<file path="src/rtl/bullet_scheduler_pkg.sv">
// Shared game constants and scheduler types: bullet geometry, burst timing defaults, FSM states.
package bullet_scheduler_pkg;

   localparam int unsigned BULLET_W      = 4;
   localparam int unsigned BULLET_H      = 8;
   localparam int unsigned BULLET_SPEED  = 2;

   localparam int unsigned NUM_SLOTS_DEF = 4;
   localparam int unsigned BURST_LEN_DEF = 3;
   localparam int unsigned BURST_GAP_DEF = 8;
   localparam int unsigned COOLDOWN_DEF  = 30;
   localparam int unsigned HIT_CNT_W     = 8;

   typedef enum logic [1:0] {
      IDLE = 2'd0,
      FIRE = 2'd1,
      GAP  = 2'd2,
      COOL = 2'd3
   } sched_state_e;

   function automatic int unsigned max_u(input int unsigned a, input int unsigned b);
      return (a > b) ? a : b;
   endfunction

endpackage

</file>
<file path="src/rtl/bullet_scheduler_slot_picker.sv">
// Combinational priority encoder: one-hot of the lowest-index available slot plus a found flag.
module bullet_scheduler_slot_picker #(
   parameter int unsigned NUM_SLOTS = 4
) (
   input  logic [NUM_SLOTS-1:0] avail,
   output logic [NUM_SLOTS-1:0] onehot,
   output logic                 found
);

   always_comb begin
      onehot = '0;
      found  = 1'b0;
      for (int unsigned i = 0; i < NUM_SLOTS; i++) begin
         if (avail[i] && !found) begin
            onehot[i] = 1'b1;
            found     = 1'b1;
         end
      end
   end

endmodule

</file>
<file path="src/rtl/bullet_scheduler.sv">
// Enemy burst-fire scheduler: accepts fire requests, launches bursts into free bullet slots, counts hits.
module bullet_scheduler
   import bullet_scheduler_pkg::*;
#(
   parameter int unsigned NUM_SLOTS = NUM_SLOTS_DEF,
   parameter int unsigned BURST_LEN = BURST_LEN_DEF,
   parameter int unsigned BURST_GAP = BURST_GAP_DEF,
   parameter int unsigned COOLDOWN  = COOLDOWN_DEF
) (
   input  logic                 clk,
   input  logic                 rst_n,
   input  logic                 frame_tick,
   input  logic                 fire_req,
   input  logic                 defend,
   input  logic [NUM_SLOTS-1:0] slot_busy,
   input  logic [NUM_SLOTS-1:0] slot_hit,
   output logic [NUM_SLOTS-1:0] attack,
   output logic                 fire_ack,
   output logic                 busy,
   output logic [7:0]           hit_cnt
);

   localparam int unsigned CNT_W   = $clog2(max_u(BURST_GAP, COOLDOWN) + 1);
   localparam int unsigned SHOTS_W = $clog2(BURST_LEN + 1);
   localparam int unsigned SUM_W   = 16;

   sched_state_e         state;
   logic [SHOTS_W-1:0]   shots_left;
   logic [CNT_W-1:0]     tick_cnt;
   logic [NUM_SLOTS-1:0] avail;
   logic [NUM_SLOTS-1:0] pick_onehot;
   logic                 pick_found;
   logic [SUM_W-1:0]     hit_sum;
   logic [7:0]           hit_next;

   // The slot pulsed this cycle has not raised slot_busy yet, so mask it out.
   assign avail = ~(slot_busy | attack);

   bullet_scheduler_slot_picker #(
      .NUM_SLOTS (NUM_SLOTS)
   ) u_picker (
      .avail  (avail),
      .onehot (pick_onehot),
      .found  (pick_found)
   );

   // Saturating hit accumulation; every simultaneous hit counts.
   always_comb begin
      hit_sum = SUM_W'(hit_cnt);
      for (int unsigned i = 0; i < NUM_SLOTS; i++) begin
         hit_sum = hit_sum + SUM_W'(slot_hit[i]);
      end
      hit_next = (hit_sum > SUM_W'(255)) ? 8'hFF : hit_sum[7:0];
   end

   always_ff @(posedge clk) begin
      if (!rst_n) begin
         state      <= IDLE;
         attack     <= '0;
         fire_ack   <= 1'b0;
         busy       <= 1'b0;
         hit_cnt    <= '0;
         shots_left <= '0;
         tick_cnt   <= '0;
      end else begin
         attack   <= '0;
         fire_ack <= 1'b0;
         hit_cnt  <= hit_next;
         case (state)
            IDLE: begin
               if (fire_req && !defend) begin
                  state      <= FIRE;
                  fire_ack   <= 1'b1;
                  busy       <= 1'b1;
                  shots_left <= SHOTS_W'(BURST_LEN);
               end
            end
            FIRE: begin
               if (frame_tick && !defend && pick_found) begin
                  attack     <= pick_onehot;
                  shots_left <= shots_left - 1'b1;
                  tick_cnt   <= '0;
                  state      <= (shots_left > SHOTS_W'(1)) ? GAP : COOL;
               end
            end
            GAP: begin
               if (frame_tick) begin
                  if ((tick_cnt + 1'b1) >= CNT_W'(BURST_GAP)) begin
                     state    <= FIRE;
                     tick_cnt <= '0;
                  end else begin
                     tick_cnt <= tick_cnt + 1'b1;
                  end
               end
            end
            COOL: begin
               if (frame_tick) begin
                  if ((tick_cnt + 1'b1) >= CNT_W'(COOLDOWN)) begin
                     state    <= IDLE;
                     busy     <= 1'b0;
                     tick_cnt <= '0;
                  end else begin
                     tick_cnt <= tick_cnt + 1'b1;
                  end
               end
            end
            default: begin
               state <= IDLE;
               busy  <= 1'b0;
            end
         endcase
      end
   end

endmodule

</file>
<file path="config.mk">
export PLATFORM = sky130hd
export DESIGN_NAME = bullet_scheduler
export DESIGN_NICKNAME = d
export VERILOG_FILES = /design/src/rtl/bullet_scheduler_pkg.sv /design/src/rtl/bullet_scheduler_slot_picker.sv /design/src/rtl/bullet_scheduler.sv
export SDC_FILE = /design/constraint.sdc
export NUM_CORES = 1
export LEC_CHECK = 0
export ABC_AREA = 1
export CORE_MARGIN = 4
export CORE_UTILIZATION = 45
export DETAILED_ROUTE_END_ITERATION = 8
export GPL_TIMING_DRIVEN = 0
export PLACE_DENSITY_LB_ADDON = 0.3
export SETUP_SLACK_MARGIN = 0.05
export SKIP_CTS_REPAIR_TIMING = 1
export SLEW_MARGIN = 20
export SYNTH_ARGS = -nofsm -noshare
export SYNTH_HDL_FRONTEND = slang
export SYNTH_SLANG_ARGS = --single-unit
</file>
<file path="constraint.sdc">
create_clock -name clk -period 2.12 [get_ports clk]
set_clock_uncertainty 0.05 [all_clocks]
set_input_delay 0.212 -clock clk [delete_from_list [all_inputs] [get_ports clk]]
set_output_delay 0.212 -clock clk [all_outputs]
set_load 0.02 [all_outputs]
</file>
* Word level (Yosys, flattened, before mapping) *
Index checks and enable logic that the tools add are counted.

storage, ports and cells
  register bits = 23
  logic and storage cells = 78

operators by class
  add/sub/neg operators = 6
  magnitude comparators = 4
  equal/unequal tests = 9
  mux-type cells = 30
  bitwise gates (word level) = 2
  reduce and logical (&&, ||, !) cells = 20

operators by type and width
  kind                                                                number
  2-to-1 mux 5 bit                                                    5
  2-to-1 mux 2 bit                                                    8
  one-hot mux 5 bit (3 select lines)                                  1
  adder 11 x 1 -> 12 bit                                              1
  > comparator 12 x 8 -> 1 bit (second input constant)                1
  2-to-1 mux 1 bit                                                    12
  inequality test 2 bit (second input constant)                       6
  adder 10 x 1 -> 11 bit                                              1
  adder 9 x 1 -> 10 bit                                               1
  adder 8 x 1 -> 9 bit                                                1
  2-to-1 mux 8 bit                                                    1
  one-hot mux 2 bit (4 select lines)                                  1
  AND reduction 4 bit                                                 2
  logical AND 1 bit                                                   6
  AND reduction 3 bit                                                 2
  AND reduction 6 bit                                                 1
  adder 5 x 1 -> 5 bit (second input constant)                        1
  greater-or-equal comparator 5 x 4 -> 1 bit (second input constant)  1
  greater-or-equal comparator 5 bit (second input constant)           1
  equality test 2 bit (second input constant)                         2
  logical NOT 1 bit                                                   4
  NOT 4 bit                                                           1
  bitwise OR 4 bit                                                    1
  one-hot mux 2 bit (2 select lines)                                  1
  8 further kinds                                                     9

* Longest topological paths before layout *
  word-level depth = 15
  depth in mapped cells = 12

* Cells and area by module *
Synthesis repeated with hierarchy kept, for this count alone.

unflattened totals
  cells, all modules = 170
  area, all modules = 1222.4 um^2

modules (own cells, without submodules)
  module                        instances  cells each  area an instance (um^2)  seq. area each (um^2)
  bullet_scheduler              1          160         1176.1                   460.4
  bullet_scheduler_slot_picker  1          10          46.3                     0.0

* Worst setup path after synthesis *
No wires, ideal clock.

  kind = input to register
  start point = input port slot_hit[0]
  end point = register hit_cnt[6]
  setup time = 0.086 ns
  arrival = 1.936 ns
  data required time = 1.984 ns
  setup slack = 0.049 ns
  stages = 8
  buffers on the path = 0
  cell sequence = fa_1 -> fa_1 -> fa_1 -> nand3_1 -> nor2_1 -> nand2_1 -> nor3_1 -> a211oi_1

between the ends
  cells in the longest elaborated chain, start to end = 6

ends and longest elaborated chain
  item                          RTL line                source
  start: declaration            bullet_scheduler.sv:16  input logic [NUM_SLOTS-1:0] slot_hit,
  adder 8 x 1 -> 9 bit (*)      bullet_scheduler.sv:51  hit_sum = hit_sum + SUM_W'(slot_hit[i]);
  adder 9 x 1 -> 10 bit (*)     bullet_scheduler.sv:51
  adder 10 x 1 -> 11 bit (*)    bullet_scheduler.sv:51
  adder 11 x 1 -> 12 bit (*)    bullet_scheduler.sv:51
  > comparator 12 x 8 -> 1 bit  bullet_scheduler.sv:53  hit_next = (hit_sum > SUM_W'(255)) ? 8'hFF : hit_sum[7:0];
  2-to-1 mux 8 bit (*)          bullet_scheduler.sv:53
  end signal: assignment        bullet_scheduler.sv:68  hit_cnt <= hit_next;
  end: declaration              bullet_scheduler.sv:20  output logic [7:0] hit_cnt

Every way passes the cells marked *; elsewhere a longest branch is shown, timed or not.
A chain may end at the register's enable or synchronous reset.

* Final worst setup path *
  start point = input port slot_hit[3]
  end point = register hit_cnt[6]

between the ends
  cells in the longest elaborated chain, start to end = 3

ends and longest elaborated chain
  item                          RTL line
  adder 11 x 1 -> 12 bit (*)    bullet_scheduler.sv:51
  > comparator 12 x 8 -> 1 bit  bullet_scheduler.sv:53
  2-to-1 mux 8 bit (*)          bullet_scheduler.sv:53

Marked as above.

==> impl_results.md <==
- Top delay family on crit path: adder cells
- Via/cell ratio: 5.14
- Inst Count DP: 220
- Max frequency: 0.490 GHz
- Critical-path top delay cell: fa_1
- Num rows: 18
- Clock transition at the registers of the reported paths: 0.13 ns
- Clock Power Share: 0.156
- Max incr delay on CP: 0.52 ns
- Buffer type at the clock tree root: clkbuf_4
- Hold wc startpoint: rst_n
- I/O pin cnt: 27
- Cell mode on critical path: fa_2
- Die Wd: 60.8 µm
- Final period util: 0.962
- YS warnings: 0
- Slew headroom: 0.702
- CTS sink cnt: 23
- Starting Density: 0.488
- Syn_nets: 185
- Post-synthesis register bit count: 23
- Core Footprint: 2570 µm²
- Tot GR Track Use: 0.163
- Max Cap Viol: 0
- Status: completed
- Layout cells sized above 1: 0.158
- Post-DP HPWL: 2040 µm
- CP Launch Type: primary input
- Worst r2r path cells: 7
- Hold EP: state[1]
- Initial antenna violation count: 0
- Mean Syn Cell Area: 7.59 µm²
- Clk buf depth: 2
- Critical path, cell by cell: dlymetal6s2s_1, fa_1, fa_2, fa_2, nand3_4, nor2_1, nand2_1, nor3_1, a211oi_1
- CTS HTree Levels: 1
- Slew @ Worst Pin: 0.447 ns
- Placement Cell Area: 1550 µm²
- Total number of vias: 1162
- Die Y: 60.8 µm
- Post-synth top area share: 0.368
- RSZ-0062 raised after global routing: no
- Gr ovfl total: 0
- Clock Latency Late Sink: 0.31 ns
- CTS Buf Count: 3
- Endpoint class of the critical path: flop
- Finished Cell Area: 1610 µm²
- Hold Fails Final Rpt: 0
- Final worst path period need: 2.04 ns
- Inserted Diodes: 0
- Seq pwr share: 0.417
- Reg2reg setup slack: 0.35 ns
- Synth area leaders: dfxtp_1, nand2_1, nor2_1
- Final Wtd Congestion: 0.794
- Pint: 795 µW
- Slew Limit Fails: 0
- Drt total wl: 2700 µm
- CP required: 2.31 ns
- Wirelength per Cell: 11.9 µm
- Switching power: 510 µW
- Cell Area, Synth: 1250 µm²
- First-pass GRT wire length: 4600 µm
- Initial DRC count: 31
- Critical path peak fanout: 3
- Largest net degree at the start of global routing: 14
- Maximum VDD drop: 0.000501 V
- Crit Path Class: in -> reg
- Buf+Inv Stages, Crit Path: 1
- Cells on Worst Hold Path: 3
- Register area share after synthesis: 0.368
- Yosys cell types: 32
- Hold crit path type: in -> reg
- Final setup fails: 0
- # port buffers: 25
- Area leader, netlist: dfxtp_1
- Area Growth Syn to Fin: 28.9%
- Synthesized netlist cell count: 165
- R2R Path Start: hit_cnt[0]
- CTS tree: built
- Reg2Reg Capture Point: hit_cnt[6]
- PD cells: 809 nW/µm²
- CP Data Arrival Time: 2.22 ns
- ANT nets after route: 0
- Vias in the first global route: 1127
- Static Leak: 0.678 nW
- Drt first pass iters: 4
- Die ar.: 3690 µm²
- Remaining DRCs: 0
- Logic pwr share: 0.427
- Finished Layout Cells: 226
- Nets: 217
- Net Sw Frac: 0.391
## power groups by stage
| stage | clock network (mW) | logic (mW) | registers, mW |
|---|---|---|---|
| 6_report | 0.203 | 0.557 | 0.544 |
| 3_3_place_gp | 0 | 0.518 | 0.548 |
| 4_1_cts | 0.208 | 0.541 | 0.539 |
| 5_1_grt | 0.221 | 0.625 | 0.554 |
| 2_1_floorplan | 0 | 0.351 | 0.580 |
| 3_5_place_dp | 0 | 0.538 | 0.549 |
## cell type report
class / instances / area (µm²)
fillers: 234 / 953
clock buffers: 3 / 22.5
multi-input cells: 117 / 719
well taps: 30 / 37.5
plain buffers: 3 / 13.8
clock inverters: 1 / 5.00
inverters: 22 / 82.6
repair buffers: 27 / 273
flip-flops and latches: 23 / 460
## layer usage
metal	track usage	up-vias	part of all wire
li1	-	595	-
met1	0.202	543	0.43
met2	0.290	22	0.54
met3	0.0277	2	0.024
met4	0.0464	0	0.0082
met5	0	-	0
## per-stage QoR
stage	hold WS (ns)	setup TNS, ns	worst slack (ns)	power (mW)	utilization
finish	0.153	0	0.0802	1.31	0.629
global route	0.165	0	0.0253	1.40	0.629
CTS	0.149	-0.832	-0.194	1.29	0.613
detailed placement	0.418	-3.54	-0.513	1.09	0.602
global placement	0.415	-2.99	-0.435	1.07	0.602
floorplan	0.322	0	0.0742	0.932	-
## worst reg2reg max path, stage by stage, from the launching register on
cell and delay (ns):
dfxtp_1 0.35, fa_2 0.38, fa_2 0.41, nand3_4 0.10
nor2_1 0.07, nand2_1 0.09, nor3_1 0.05, a211oi_1 0.20
## cells in the mapped netlist (all sizes together)
cell type,instances
dfxtp,23
xor2,1
nand3,15
nand2,35
o22ai,1
a211oi,1
ha,4
nor4,3
or2,2
a21oi,9
o21bai,1
nand4,2
xnor2,3
nor2,25
fa,3
o21ai,3
nor3,6
buf,3
a31oi,1
nand3b,1
inv,22
o31ai,1
## state kept, by name (all words and copies together) (netlist names)
name / count
hit_cnt: 8
tick_cnt: 5
attack: 4
shots_left: 2
state: 2
busy: 1
fire_ack: 1
## worst max-delay path by stage
stage          slack, ns         from  cells after the start    endpoint
2_1_floorplan       0.07  slot_hit[0]                      8  hit_cnt[6]
3_3_place_gp       -0.43  slot_hit[0]                      9  hit_cnt[6]
3_5_place_dp       -0.51  slot_hit[0]                      9  hit_cnt[6]
4_1_cts            -0.19  slot_hit[0]                      9  hit_cnt[6]
5_1_grt             0.03  slot_hit[3]                      9  hit_cnt[6]
6_report            0.08  slot_hit[3]                      9  hit_cnt[6]
## logic make-up (layout without fill, tap and decap cells)
logic type | Yosys count | after routing | synth area share
flip-flops | 23 | 23 | 0.368
buffers and inverters | 25 | 56 | 0.0769
adder cells (fa/ha/maj) | 7 | 7 | 0.0879
AO/OA/AOI/OAI | 17 | 17 | 0.0789
AND/OR/NAND/NOR | 89 | 89 | 0.361
XOR/XNOR | 4 | 4 | 0.0280
## placed cells by master (no fill, tap or decap), drive strengths merged, types with 4 or more instances in the layout
master and instances:
inv 22, nand3 15, dfxtp 23, clkdlybuf4s50 22, a21oi 9, ha 4, nand2 35, nor3 6
buf 5, nor2 25
Power figures use the tool's default switching activity.
